`src/rtl/psched_pkg.sv`:
```
// Shared types and constants for the parity-count scheduler.
// FSM state encoding and the per-requester sample width.
package psched_pkg;

    localparam int SAMPLE_W = 4;

    typedef enum logic [1:0] {
        S_IDLE   = 2'd0,
        S_RUN    = 2'd1,
        S_REPORT = 2'd2
    } state_t;

endpackage

```
`src/rtl/rr_arbiter.sv`:
```
// Round-robin arbiter: rotating priority starting after last grant.
// last_grant moves only when the granted requester actually transfers.
module rr_arbiter #(
    parameter int N = 4
) (
    input  logic         clk,
    input  logic         rst,
    input  logic [N-1:0] req,
    input  logic         advance,
    input  logic         en,
    output logic [N-1:0] gnt
);

    localparam int IW = $clog2(N);

    logic [IW-1:0] last_grant;
    logic [IW-1:0] gnt_idx;
    logic [IW:0]   probe;
    logic          found;

    always_comb begin
        gnt     = '0;
        gnt_idx = last_grant;
        found   = 1'b0;
        probe   = '0;
        for (int k = 1; k <= N; k++) begin
            probe = {1'b0, last_grant} + (IW+1)'(k);
            if (probe >= (IW+1)'(N)) probe = probe - (IW+1)'(N);
            if (!found && req[probe[IW-1:0]]) begin
                found   = 1'b1;
                gnt_idx = probe[IW-1:0];
            end
        end
        if (en && found) gnt[gnt_idx] = 1'b1;
    end

    always_ff @(posedge clk) begin
        if (rst) last_grant <= IW'(N - 1);
        else if (advance) last_grant <= gnt_idx;
    end

endmodule

```
`src/rtl/parity_count_scheduler.sv`:
```
// Window FSM, odd/even tallies and result registers around rr_arbiter.
// Optional idle timeout close: define PSCHED_TIMEOUT_EN.
module parity_count_scheduler
    import psched_pkg::*;
#(
    parameter int N_REQ   = 4,
    parameter int WINDOW  = 16,
    parameter int TIMEOUT = 32,
    parameter int CW      = $clog2(WINDOW + 1)
) (
    input  logic                      clk,
    input  logic                      rst,
    input  logic                      start,
    input  logic [N_REQ-1:0]          req,
    input  logic [SAMPLE_W*N_REQ-1:0] d_in,
    output logic [N_REQ-1:0]          gnt,
    output logic                      busy,
    output logic                      done,
    output logic [CW-1:0]             count_odd,
    output logic [CW-1:0]             count_even,
    output logic                      timed_out
);

    state_t state, state_nx;

    logic [CW-1:0]    odd_t, even_t, n_acc;
    logic [CW-1:0]    odd_nx, even_nx;
    logic [N_REQ-1:0] lsb;
    logic             xfer, odd_bit, to_hit, close;

    rr_arbiter #(.N(N_REQ)) u_arb (
        .clk     (clk),
        .rst     (rst),
        .req     (req),
        .advance (xfer),
        .en      (state == S_RUN),
        .gnt     (gnt)
    );

    always_comb begin
        for (int i = 0; i < N_REQ; i++) lsb[i] = d_in[SAMPLE_W*i];
    end

    assign xfer    = |(req & gnt);
    assign odd_bit = |(gnt & lsb);
    assign odd_nx  = odd_t + CW'(xfer && odd_bit);
    assign even_nx = even_t + CW'(xfer && !odd_bit);

    always_comb begin
        state_nx = state;
        unique case (state)
            S_IDLE:   if (start) state_nx = S_RUN;
            S_RUN: begin
                if (xfer && n_acc == CW'(WINDOW - 1)) state_nx = S_REPORT;
                else if (to_hit) state_nx = S_REPORT;
            end
            S_REPORT: state_nx = S_IDLE;
            default:  state_nx = S_IDLE;
        endcase
    end

    assign close = (state == S_RUN) && (state_nx == S_REPORT);
    assign busy  = (state != S_IDLE);
    assign done  = (state == S_REPORT);

    always_ff @(posedge clk) begin
        if (rst) begin
            state      <= S_IDLE;
            odd_t      <= '0;
            even_t     <= '0;
            n_acc      <= '0;
            count_odd  <= '0;
            count_even <= '0;
        end else begin
            state <= state_nx;
            if (state == S_IDLE && start) begin
                odd_t  <= '0;
                even_t <= '0;
                n_acc  <= '0;
            end else if (state == S_RUN && xfer) begin
                odd_t  <= odd_nx;
                even_t <= even_nx;
                n_acc  <= n_acc + 1'b1;
            end
            // Totals land with the closing transfer so they show in REPORT
            if (close) begin
                count_odd  <= odd_nx;
                count_even <= even_nx;
            end
        end
    end

`ifdef PSCHED_TIMEOUT_EN
    localparam int TW = $clog2(TIMEOUT + 1);

    logic [TW-1:0] idle_cnt;
    logic          to_r;

    assign to_hit = (state == S_RUN) && !(|req)
                 && (idle_cnt == TW'(TIMEOUT - 1));

    always_ff @(posedge clk) begin
        if (rst) begin
            idle_cnt <= '0;
            to_r     <= 1'b0;
        end else begin
            if (state != S_RUN || xfer) idle_cnt <= '0;
            else if (!(|req)) idle_cnt <= idle_cnt + 1'b1;
            if (close) to_r <= to_hit;
        end
    end

    assign timed_out = to_r;
`else
    assign to_hit    = 1'b0;
    assign timed_out = 1'b0;
`endif

endmodule

```
`config.mk`:
```
export PLATFORM = sky130hd
export DESIGN_NAME = parity_count_scheduler
export DESIGN_NICKNAME = d
export VERILOG_FILES = /design/src/rtl/psched_pkg.sv /design/src/rtl/rr_arbiter.sv /design/src/rtl/parity_count_scheduler.sv
export SDC_FILE = /design/constraint.sdc
export NUM_CORES = 1
export LEC_CHECK = 0
export ABC_CLOCK_PERIOD_IN_PS = 3420
export CAP_MARGIN = 20
export CORE_UTILIZATION = 30
export CTS_CLUSTER_SIZE = 8
export DETAILED_ROUTE_END_ITERATION = 10
export PLACE_DENSITY = 0.55
export SYNTH_ARGS = -nofsm -noshare
export SYNTH_HDL_FRONTEND = slang
export SYNTH_SLANG_ARGS = --single-unit
```
`constraint.sdc`:
```
create_clock -name clk -period 3.42 [get_ports clk]
set_input_delay 1.026 -clock clk [delete_from_list [all_inputs] [get_ports clk]]
set_output_delay 1.026 -clock clk [all_outputs]
set_load 0.01 [all_outputs]
```
==> results.sh <==
export IMPL_clockBufferDepth=2
export IMPL_clock_fmax_mhz=297
export IMPL_postRouteAntennaNets=0
export IMPL_crit_path_max_incr_delay_ps=540
export IMPL_syn_to_final_growth_pct=33.5
export IMPL_cp_max_fo=4
export IMPL_drv_cap=0
export IMPL_antenna_cells=0
export IMPL_root_buffer="clkbuf_8"
export IMPL_cp_slowest_cell="or4_4"
export IMPL_async_reset_ff_frac=0
export IMPL_post_synth_instance_area_sq_mm=0.00137
export IMPL_synth_top_cells_by_count="dfxtp_1 (29), nand2_1 (25), nor2_1 (23)"
export IMPL_ctsHtreeMaxLevel=2
export IMPL_clk_pin_slew_ps=60
export IMPL_fill_cells=468
export IMPL_skew_ps=3.35
export IMPL_num_vias=1188
export IMPL_die_area_sq_mm=0.00484
export IMPL_cp_endpoint="gnt[2]"
export IMPL_wl_met2_microns=1100
export IMPL_r2r_cells=11
export IMPL_rsz0062_at_grt="no"
export IMPL_finalSetupViolations=0
export IMPL_grt_start_max_net_pins=17
export IMPL_leakage_uw=0.000721
export IMPL_cts_tree="yes"
export IMPL_synthSimpleGateAreaFrac=0.219
export IMPL_wirelength_microns=2630
export IMPL_rr_startpoint="u_arb.last_grant[0]$_SDFFE_PP1P_"
export IMPL_io_buffers=26
export IMPL_antenna_found_initial=0
export IMPL_timing_hold_ws_ps=450
export IMPL_end_kind="primary output"
export IMPL_regToRegSetupSlack_ps=950
export IMPL_status="finished, final reports clean"
export IMPL_dpl_hpwl_microns=1930
export IMPL_finalInstanceArea_sq_mm=0.00183
export IMPL_postPlaceCellArea_sq_mm=0.00173
export IMPL_hold_class="reg2reg"
export IMPL_path_cells="dlygate4sd2_1 > or4_4 > and3b_2 > nand2_2 > nor2_1 > buf_2"
export IMPL_drive_above_1_share=0.151
export IMPL_clk_latency_ps=270
export IMPL_grtUsageTotal=0.120
export IMPL_synthFlopType="dfxtp_1"
export IMPL_grt_pass1_wl_microns=4510
export IMPL_start_util=0.312
export IMPL_critPathArrivalTime_ps=2340
export IMPL_ys_top_cells_by_area="dfxtp_1 (42%), nand2_1 (6.8%), nor2_1 (6.3%)"
export IMPL_avgSynthCellArea_sq_um=8.30
export IMPL_rows=24
export IMPL_yosysTopAreaCell="dfxtp_1"
export IMPL_slew_violations=0
export IMPL_syn_nets=194
export IMPL_clkSinkCount=29
export IMPL_drc=0
export IMPL_die_height_microns=69.6
export IMPL_holdPathStages=2
export IMPL_final_nets=234
export IMPL_viasPerCell=4.62
export IMPL_syn_inst=165
export IMPL_grt_pass1_vias=1025
export IMPL_period_minus_slack_ps=3370
export IMPL_synthAdderAreaFrac=0.0548
export IMPL_io_pins=40
export IMPL_cts_inserted_buffers=5
export IMPL_wl_per_cell_microns=10.2
export IMPL_pre_cts_ws_ps=-525
export IMPL_wl_met3_microns=136
export IMPL_synthMuxAreaShare=0.0146
export IMPL_seq_area_frac_synth=0.424
export IMPL_synth_compound_area_frac=0.163
export IMPL_cts_hold_buf=0
export IMPL_path_class="in2out"
export IMPL_hold_violations=0
export IMPL_start_kind="primary input"
export IMPL_core_area_sq_mm=0.00438
export IMPL_cp_startpoint="req[3]"
export IMPL_critPathRequiredTime_ps=2390
export IMPL_synth_most_common_cell="dfxtp_1"
export IMPL_power_per_cell_area_mw_per_mm2=391
export IMPL_finalCritPeriodShare=0.985
export IMPL_yosysWarnings=0
export IMPL_ys_ff_latch=29
export IMPL_grt_overflow_total=0
export IMPL_die_w_microns=69.6
export IMPL_synth_cell_types=32
export IMPL_routed_top_layer="met4"
export IMPL_m1WireLength_microns=1340
export IMPL_first_pass_iters=4
export IMPL_layout_setup_ws_ps=52.5
export IMPL_first_iter_violations=73
export IMPL_synth_top_family_by_area="simple AND/OR/NAND/NOR gates"
export IMPL_gp_congestion=0.724
export IMPL_yosysTopAreaCellShare=0.424
export IMPL_synth_edf_count=0
export IMPL_peakVddDrop_v=0.000115
export IMPL_synth_xor_area_share=0.0703
export IMPL_worst_r2r_endpoint="even_t[4]$_SDFFE_PP0P_"
-- per-layer routing --
metal | up-vias | GRT usage
met5 | - | 0
met4 | 0 | 0.0544
met3 | 5 | 0.0523
met2 | 28 | 0.173
met1 | 517 | 0.153
li1 | 638 | -
-- layout by cell type (no fill, tap or decap), types with 2 or more instances in the layout --
master,n
a21oi_1,15
nor2_1,23
nand2_2,2
mux2i_1,2
nand2b_1,2
nand2_1,23
a21o_1,2
clkbuf_8,6
dfxtp_1,29
buf_2,4
clkdlybuf4s50_1,18
a211oi_1,7
inv_1,4
dlygate4sd2_1,4
or3_1,4
o21ai_0,8
nand3_1,4
buf_4,15
nor2b_1,2
ha_1,6
xor2_1,8
xnor2_1,3
-- what timing repair did --
action | 4_1_cts | 5_1_grt
gates resized for setup | 23 | 2
setup endpoints to repair | 7 | 5
pin swaps | 3 | 1
hold endpoints to repair | 0 | 0
buffers inserted | 2 | 1
-- cell families (layout without fill, tap and decap cells) --
| family | Yosys count | after routing |
|---|---|---|
| simple gates | 67 | 67 |
| compound gates | 37 | 37 |
| flops | 29 | 29 |
| buf+inv | 12 | 52 |
| xor+xnor | 11 | 11 |
| fa+ha+maj | 6 | 6 |
| mux | 2 | 2 |
| other cells | 1 | 1 |
-- final cells by class --
class | instances | area [sq um] | share of cell area
multi-input cells | 124 | 734 | 0.402
inverters | 4 | 15.0 | 0.00821
clock buffers | 7 | 86.3 | 0.0472
well taps | 52 | 65.1 | 0.0356
flip-flops and latches | 29 | 581 | 0.317
repair buffers | 41 | 348 | 0.190
-- worst min path at each step --
stage                                     startpoint                         end
after global routing      count_even[1]$_SDFFE_PP0P_  count_even[1]$_SDFFE_PP0P_
after global placement     count_odd[1]$_SDFFE_PP0P_   count_odd[1]$_SDFFE_PP0P_
after CTS                 count_even[1]$_SDFFE_PP0P_  count_even[1]$_SDFFE_PP0P_
final                      count_odd[0]$_SDFFE_PP0P_   count_odd[0]$_SDFFE_PP0P_
after floorplan               even_t[0]$_SDFFE_PP0P_      even_t[0]$_SDFFE_PP0P_
after detailed placement  count_even[1]$_SDFFE_PP0P_  count_even[1]$_SDFFE_PP0P_
-- critical path, delay by kind of cell --
family                 cells  cell delay [ps]
AND/OR/NAND/NOR            4              920
buffers and inverters      2              400
-- flip-flops by register name, summed over array words and instances (netlist names) --
signal            flops
count_even            5
odd_t                 5
state                 2
even_t                5
count_odd             5
u_arb.last_grant      2
n_acc                 5
-- power breakdown --
group | internal (uW) | switching, uW | leakage (uW) | total (uW)
Clock | 159 | 117 | 0.0000443 | 276
Combinational | 45.2 | 45.9 | 0.000442 | 91.1
Sequential | 344 | 5.56 | 0.000235 | 349
-- per-stage QoR --
stage                     power [uW]  instances  setup TNS (ps)  utilization
after floorplan                  404        165               0            -
after global placement           445        247           -5320        0.394
after detailed placement         445        247           -5030        0.394
after CTS                        726        256               0        0.413
after global routing             752        257               0        0.417
final                            716        257               0        0.417
(Power assumes the default switching activity.)
